## config.mk

```make
export PLATFORM = sky130hd
export DESIGN_NAME = serial_subtractor
export DESIGN_NICKNAME = d
export VERILOG_FILES = /design/src/rtl/serial_sub_pkg.sv /design/src/rtl/serial_subtractor_full_sub.sv /design/src/rtl/serial_subtractor.sv
export SDC_FILE = /design/constraint.sdc
export NUM_CORES = 1
export LEC_CHECK = 0
export BUFFER_PORTS_ARGS = -buffer_cell sky130_fd_sc_hd__buf_2
export CORE_UTILIZATION = 45
export DETAILED_ROUTE_END_ITERATION = 8
export GPL_TIMING_DRIVEN = 0
export PLACE_DENSITY = 0.68
export SYNTH_ARGS = -nofsm -noshare
export SYNTH_HDL_FRONTEND = slang
export SYNTH_HIERARCHICAL = 1
export SYNTH_SLANG_ARGS = --single-unit
export TNS_END_PERCENT = 100
```

## constraint.sdc

```tcl
create_clock -name clk -period 2.75 [get_ports clk]
set_input_delay 0.1375 -clock clk [delete_from_list [all_inputs] [get_ports clk]]
set_output_delay 0.1375 -clock clk [all_outputs]
set_load 0.01 [all_outputs]
```

## src/rtl/serial_sub_pkg.sv

```systemverilog
`default_nettype none
// ============================================================================
// Module   : serial_sub_pkg
// Brief    : Shared types and constants for the bit-serial subtractor.
// Revision : 1.0 - initial release
// ============================================================================
package serial_sub_pkg;

  localparam int SUB_WIDTH_DEF = 8;

  typedef enum logic [1:0] {
    IDLE = 2'd0,
    BUSY = 2'd1,
    DONE = 2'd2
  } state_t;

  // Bit-index counter width; never narrower than one bit.
  function automatic int cnt_width(input int w);
    return (w > 1) ? $clog2(w) : 1;
  endfunction

endpackage
`default_nettype wire

```

## src/rtl/serial_subtractor_full_sub.sv

```systemverilog
`default_nettype none
// ============================================================================
// Module   : full_sub
// Brief    : One-bit full subtractor, d = a - b - bin with borrow out.
// Revision : 1.0 - initial release
// ============================================================================
module full_sub (
  input  logic a,
  input  logic b,
  input  logic bin,
  output logic d,
  output logic bout
);

  assign d    = a ^ b ^ bin;
  // Borrow when b exceeds a, or when the bits tie and a borrow ripples in.
  assign bout = (~a & b) | (~(a ^ b) & bin);

endmodule
`default_nettype wire

```

## src/rtl/serial_subtractor.sv

```systemverilog
`default_nettype none
// ============================================================================
// Module   : serial_subtractor
// Brief    : Bit-serial WIDTH-bit subtractor (diff = x - y), LSB first,
//            one bit per clock, start/done handshake, results held.
//            Optional macro SERIAL_SUB_OVF_EN adds the signed-overflow
//            output ovf and its sign-bit latches.
// Revision : 1.0 - initial release
// ============================================================================
module serial_subtractor
  import serial_sub_pkg::*;
#(
  parameter int WIDTH = SUB_WIDTH_DEF
) (
  input  logic             clk,
  input  logic             rst,
  input  logic             start,
  input  logic [WIDTH-1:0] x,
  input  logic [WIDTH-1:0] y,
  output logic             busy,
  output logic             done,
  output logic [WIDTH-1:0] diff,
  output logic             bout
`ifdef SERIAL_SUB_OVF_EN
  ,
  output logic             ovf
`endif
);

  localparam int CW = cnt_width(WIDTH);
  localparam logic [CW-1:0] c_last = CW'(WIDTH - 1);

  state_t           r_state;
  state_t           w_next;
  logic             w_accept;
  logic             w_last;

  logic [WIDTH-1:0] r_a_sr;
  logic [WIDTH-1:0] r_b_sr;
  logic [WIDTH-1:0] r_diff_sr;
  logic [CW-1:0]    r_cnt;
  logic             r_bin;
  logic             r_bout;
  logic             w_d;
  logic             w_bout;

`ifdef SERIAL_SUB_OVF_EN
  logic             r_xs;
  logic             r_ys;
  logic             r_ovf;
`endif

  // Single bit-slice, fed from the LSBs of the operand shift registers.
  full_sub u_full_sub (
    .a    (r_a_sr[0]),
    .b    (r_b_sr[0]),
    .bin  (r_bin),
    .d    (w_d),
    .bout (w_bout)
  );

  // State register; reset takes priority over any start request.
  always_ff @(posedge clk) begin
    if (rst) begin
      r_state <= IDLE;
    end else begin
      r_state <= w_next;
    end
  end

  // Next-state logic with accept and last-bit strobes for the datapath.
  always_comb begin
    w_next   = r_state;
    w_accept = 1'b0;
    w_last   = 1'b0;
    case (r_state)
      IDLE: begin
        if (start) begin
          w_accept = 1'b1;
          w_next   = BUSY;
        end
      end
      BUSY: begin
        if (r_cnt == c_last) begin
          w_last = 1'b1;
          w_next = DONE;
        end
      end
      DONE: begin
        if (start) begin
          w_accept = 1'b1;
          w_next   = BUSY;
        end else begin
          w_next = IDLE;
        end
      end
      default: w_next = IDLE;
    endcase
  end

  // Datapath: load operands on accept, then shift one bit per BUSY cycle.
  // Results are held outside BUSY, so they survive until the first bit edge.
  always_ff @(posedge clk) begin
    if (rst) begin
      r_a_sr    <= '0;
      r_b_sr    <= '0;
      r_diff_sr <= '0;
      r_cnt     <= '0;
      r_bin     <= 1'b0;
      r_bout    <= 1'b0;
`ifdef SERIAL_SUB_OVF_EN
      r_xs      <= 1'b0;
      r_ys      <= 1'b0;
      r_ovf     <= 1'b0;
`endif
    end else if (w_accept) begin
      r_a_sr <= x;
      r_b_sr <= y;
      r_cnt  <= '0;
      r_bin  <= 1'b0;
`ifdef SERIAL_SUB_OVF_EN
      r_xs   <= x[WIDTH-1];
      r_ys   <= y[WIDTH-1];
`endif
    end else if (r_state == BUSY) begin
      r_diff_sr <= {w_d, r_diff_sr[WIDTH-1:1]};
      r_a_sr    <= {1'b0, r_a_sr[WIDTH-1:1]};
      r_b_sr    <= {1'b0, r_b_sr[WIDTH-1:1]};
      r_bin     <= w_bout;
      r_cnt     <= r_cnt + 1'b1;
      if (w_last) begin
        r_bout <= w_bout;
`ifdef SERIAL_SUB_OVF_EN
        // The bit computed on the last edge becomes the result sign.
        r_ovf  <= (r_xs != r_ys) && (w_d != r_xs);
`endif
      end
    end
  end

  assign busy = (r_state == BUSY);
  assign done = (r_state == DONE);
  assign diff = r_diff_sr;
  assign bout = r_bout;
`ifdef SERIAL_SUB_OVF_EN
  assign ovf  = r_ovf;
`endif

endmodule
`default_nettype wire
```

==> results.md <==
* Status: finished, violations left
* Failing checks: DRC
* Initial drt markers at 43
* Worst Max-Slew Pin Slew at a little over 0.6 ns
* Cell Int Power at 672 µW
* ANT cells at 0
* Tmin final at 1.45 ns
* Post-CTS sizing at 0
* Switching portion of total power at 27.6%
* Crit Path Class: flop to output port
* Fillers at 269
* Placer congestion estimate at between 0.7 and 0.8
* Core area at 2850 µm²
* Num ports at 30
* Sequential area share after synthesis at 44.3%
* PortBufs at 29
* PD cells at 562 nW/µm²
* Inserted Clock Buffers at 5
* Flop pwr share at a little over half
* Cell variety after synth at 29
* Area delta synth->final at 17.9%
* CTS Sinks at 31
* Die W at between 50 and 60 µm
* Final Cycle Share at 52.8%
* Switch Pwr at 256 µW
* Post-layout nets at approximately 200
* Total detailed-routing wirelength at 2710 µm
* Clock Power Share at 29.0%
* TNS Setup at 0 ns
* Final Skew at 0.00763 ns
* VDD IR max at 307 µV
* Max-Slew Margin vs Limit at 59.5%
* Final worst slack at 1.30 ns
* Post-DR vias/cell at 5.19
* Initial antenna violation count at 0
* Total GRT Usage at 19.2%
* Mean Syn Cell Area at 9.87 µm²
* Critical Path End Type: output port
* Vias in the first global route at 1031
* Setup violators final at 0
* Largest net degree at the start of global routing at 11
* Clock root buffer: clkbuf_4
* Detailed Routing Iterations Pass 1 at 6
* Num rows at 19
* H-tree depth at 2
* Startpoint Class: flop
* Flops & latches, synth at 31
* Cell area after synthesis at 1400 µm²
* CP arrival at 1.32 ns
* Hpwl dp at 1950 µm
* Static Leak at 0.687 nW
* Clock Path Buffers at 2
* Routed Antenna Nets at 0
* Clock latency on the worst-skew pair at 0.33 ns
* Post-CTS Setup Inserts at 0
* RSZ-0062 raised after global routing: no
* First-pass GRT wire length at 4730 µm
* CP Data Required Time at between 2 and 3 ns
* Hold Path Class: input pin to flop
* Max_cap viols at 0
* Syn nets at 164
* Remaining Overflow, GRT at 0
* Initial Utilization at 49.1%
* Max Slew Vio Count at 0
* Drt drc at 2
* Final Hold Viols at 0
* Die Ht at 57.8 µm
* Synth Warn # at 6
* DR WL/cell at 12.9 µm
* Worst slack at placement at 1.53 ns
* Cells after synthesis at 142
* Final Hold Slack at 0.0437 ns
* Combinational power share at about 18%
* Max Freq at 0.688 GHz
* TritonCTS clock tree: done
* Crit-path max FO at 10
* Total die area at 3340 µm²
* Worst-path clk slew at 0.10 ns
* Vias at 1090
* Share of cells above drive strength 1 at 38.0%
-- power by group through the flow --
stage                     clock (mW)  combinational, mW  sequential, mW
after detailed placement           0              0.167           0.502
final                          0.269              0.167           0.492
after global placement             0              0.164           0.501
after CTS                      0.279              0.169           0.492
after floorplan                    0              0.128           0.500
after global routing           0.302              0.184           0.496
-- worst paths after layout --
check	startpoint	to	depth (start not counted)	slack, ns
setup / recovery	r_state[0]	busy	5	1.30
hold / removal	x[7]	r_a_sr[7]	3	0.04
setup reg to reg	r_state[1]	r_b_sr[1]	6	1.53
hold reg to reg	diff[0]	diff[0]	2	0.46
-- flip-flops by register name (all words and copies together) (netlist names) --
register  cells
r_a_sr        8
r_state       2
diff          8
r_cnt         3
r_bin         1
bout          1
r_b_sr        8
-- critical path, cell delays in order, from the launching register on --
cell and delay, ns:
dfxtp_1 0.39, nand2b_1 0.08, buf_6 0.16, inv_8 0.08
buf_6 0.13, buf_2 0.13
-- stage by stage --
| step | cell area [µm²] | instances | utilization, % | total power [mW] |
|---|---|---|---|---|
| global route | 1650 | 210 | 57.9 | 0.983 |
| floorplan | 1400 | 142 | - | 0.627 |
| finish | 1650 | 210 | 57.9 | 0.928 |
| global placement | 1590 | 202 | 55.6 | 0.665 |
| CTS | 1650 | 210 | 57.9 | 0.940 |
| detailed placement | 1590 | 202 | 55.6 | 0.669 |
-- cells in the final DEF, fill, tap and decap left out, types with 2 or more instances in the layout --
cell type | netlist | layout
nor3_1 | 7 | 7
dfxtp_1 | 31 | 31
a21oi_1 | 11 | 11
clkbuf_4 | 0 | 5
nor2_1 | 4 | 4
nand2_1 | 22 | 22
o22ai_1 | 10 | 10
a311oi_2 | 2 | 2
mux2i_1 | 4 | 4
buf_6 | 4 | 4
inv_1 | 3 | 3
ha_1 | 2 | 2
buf_1 | 2 | 2
nor3_2 | 18 | 18
buf_4 | 3 | 3
nand3_1 | 3 | 3
buf_2 | 0 | 29
a22oi_1 | 2 | 2
nand2b_1 | 2 | 2
-- repair_timing --
item | in CTS | in global routing
setup endpoints to repair | 0 | 0
hold endpoints to repair | 1 | 0
hold buffers | 1 | 0
-- final cells by class --
class	count	area, µm²	share of cell area [%]
tap	31	38.8	2.35
clock buffer	6	51.3	3.11
buffer	12	114	6.89
sequential	31	621	37.6
multi-input combinational	95	644	39.0
clock inverter	1	5.00	0.303
inverter	4	22.5	1.36
timing repair buffer	30	155	9.39
-- metal layers --
layer,vias to the layer above,part of all wire [%],track usage [%]
met5,-,0,0
met4,0,1.7,6.12
met3,5,5.7,8.04
met2,24,47,29.4
met1,494,45,24.5
li1,567,-,-
-- cell families (layout without fill, tap and decap cells) --
| family | after synthesis | after routing | share of synthesized area (%) |
|---|---|---|---|
| AND/OR/NAND/NOR | 60 | 60 | 26.5 |
| AO/OA/AOI/OAI | 27 | 27 | 12.8 |
| multiplexers | 4 | 4 | 2.86 |
| flip-flops | 31 | 31 | 44.3 |
| adder cells (fa/ha/maj) | 3 | 3 | 3.21 |
| buffers and inverters | 16 | 53 | 9.73 |
| XOR/XNOR | 1 | 1 | 0.625 |
-- cells in the mapped netlist --
| library cell | count | area (µm²) |
|---|---|---|
| dfxtp_1 | 31 | 621 |
| nand2_1 | 22 | 82.6 |
| nor3_2 | 18 | 180 |
| a21oi_1 | 11 | 55.1 |
| o22ai_1 | 10 | 62.6 |
| nor3_1 | 7 | 35.0 |
| buf_6 | 4 | 45.0 |
| mux2i_1 | 4 | 40.0 |
| nor2_1 | 4 | 15.0 |
| buf_4 | 3 | 22.5 |
| inv_1 | 3 | 11.3 |
| nand3_1 | 3 | 15.0 |
| a22oi_1 | 2 | 15.0 |
| a311oi_2 | 2 | 30.0 |
| buf_1 | 2 | 7.51 |
| ha_1 | 2 | 25.0 |
| nand2b_1 | 2 | 12.5 |
| a21oi_2 | 1 | 8.76 |
| and2b_1 | 1 | 7.51 |
| buf_12 | 1 | 20.0 |
| buf_8 | 1 | 15.0 |
| clkbuf_1 | 1 | 3.75 |
| fa_1 | 1 | 20.0 |
| inv_8 | 1 | 11.3 |
| nand3_2 | 1 | 10.0 |
| nand3b_1 | 1 | 7.51 |
| nor2b_1 | 1 | 6.26 |
| o21a_1 | 1 | 7.51 |
| xnor2_1 | 1 | 8.76 |
Note: power is estimated with default switching activity, not from simulation.
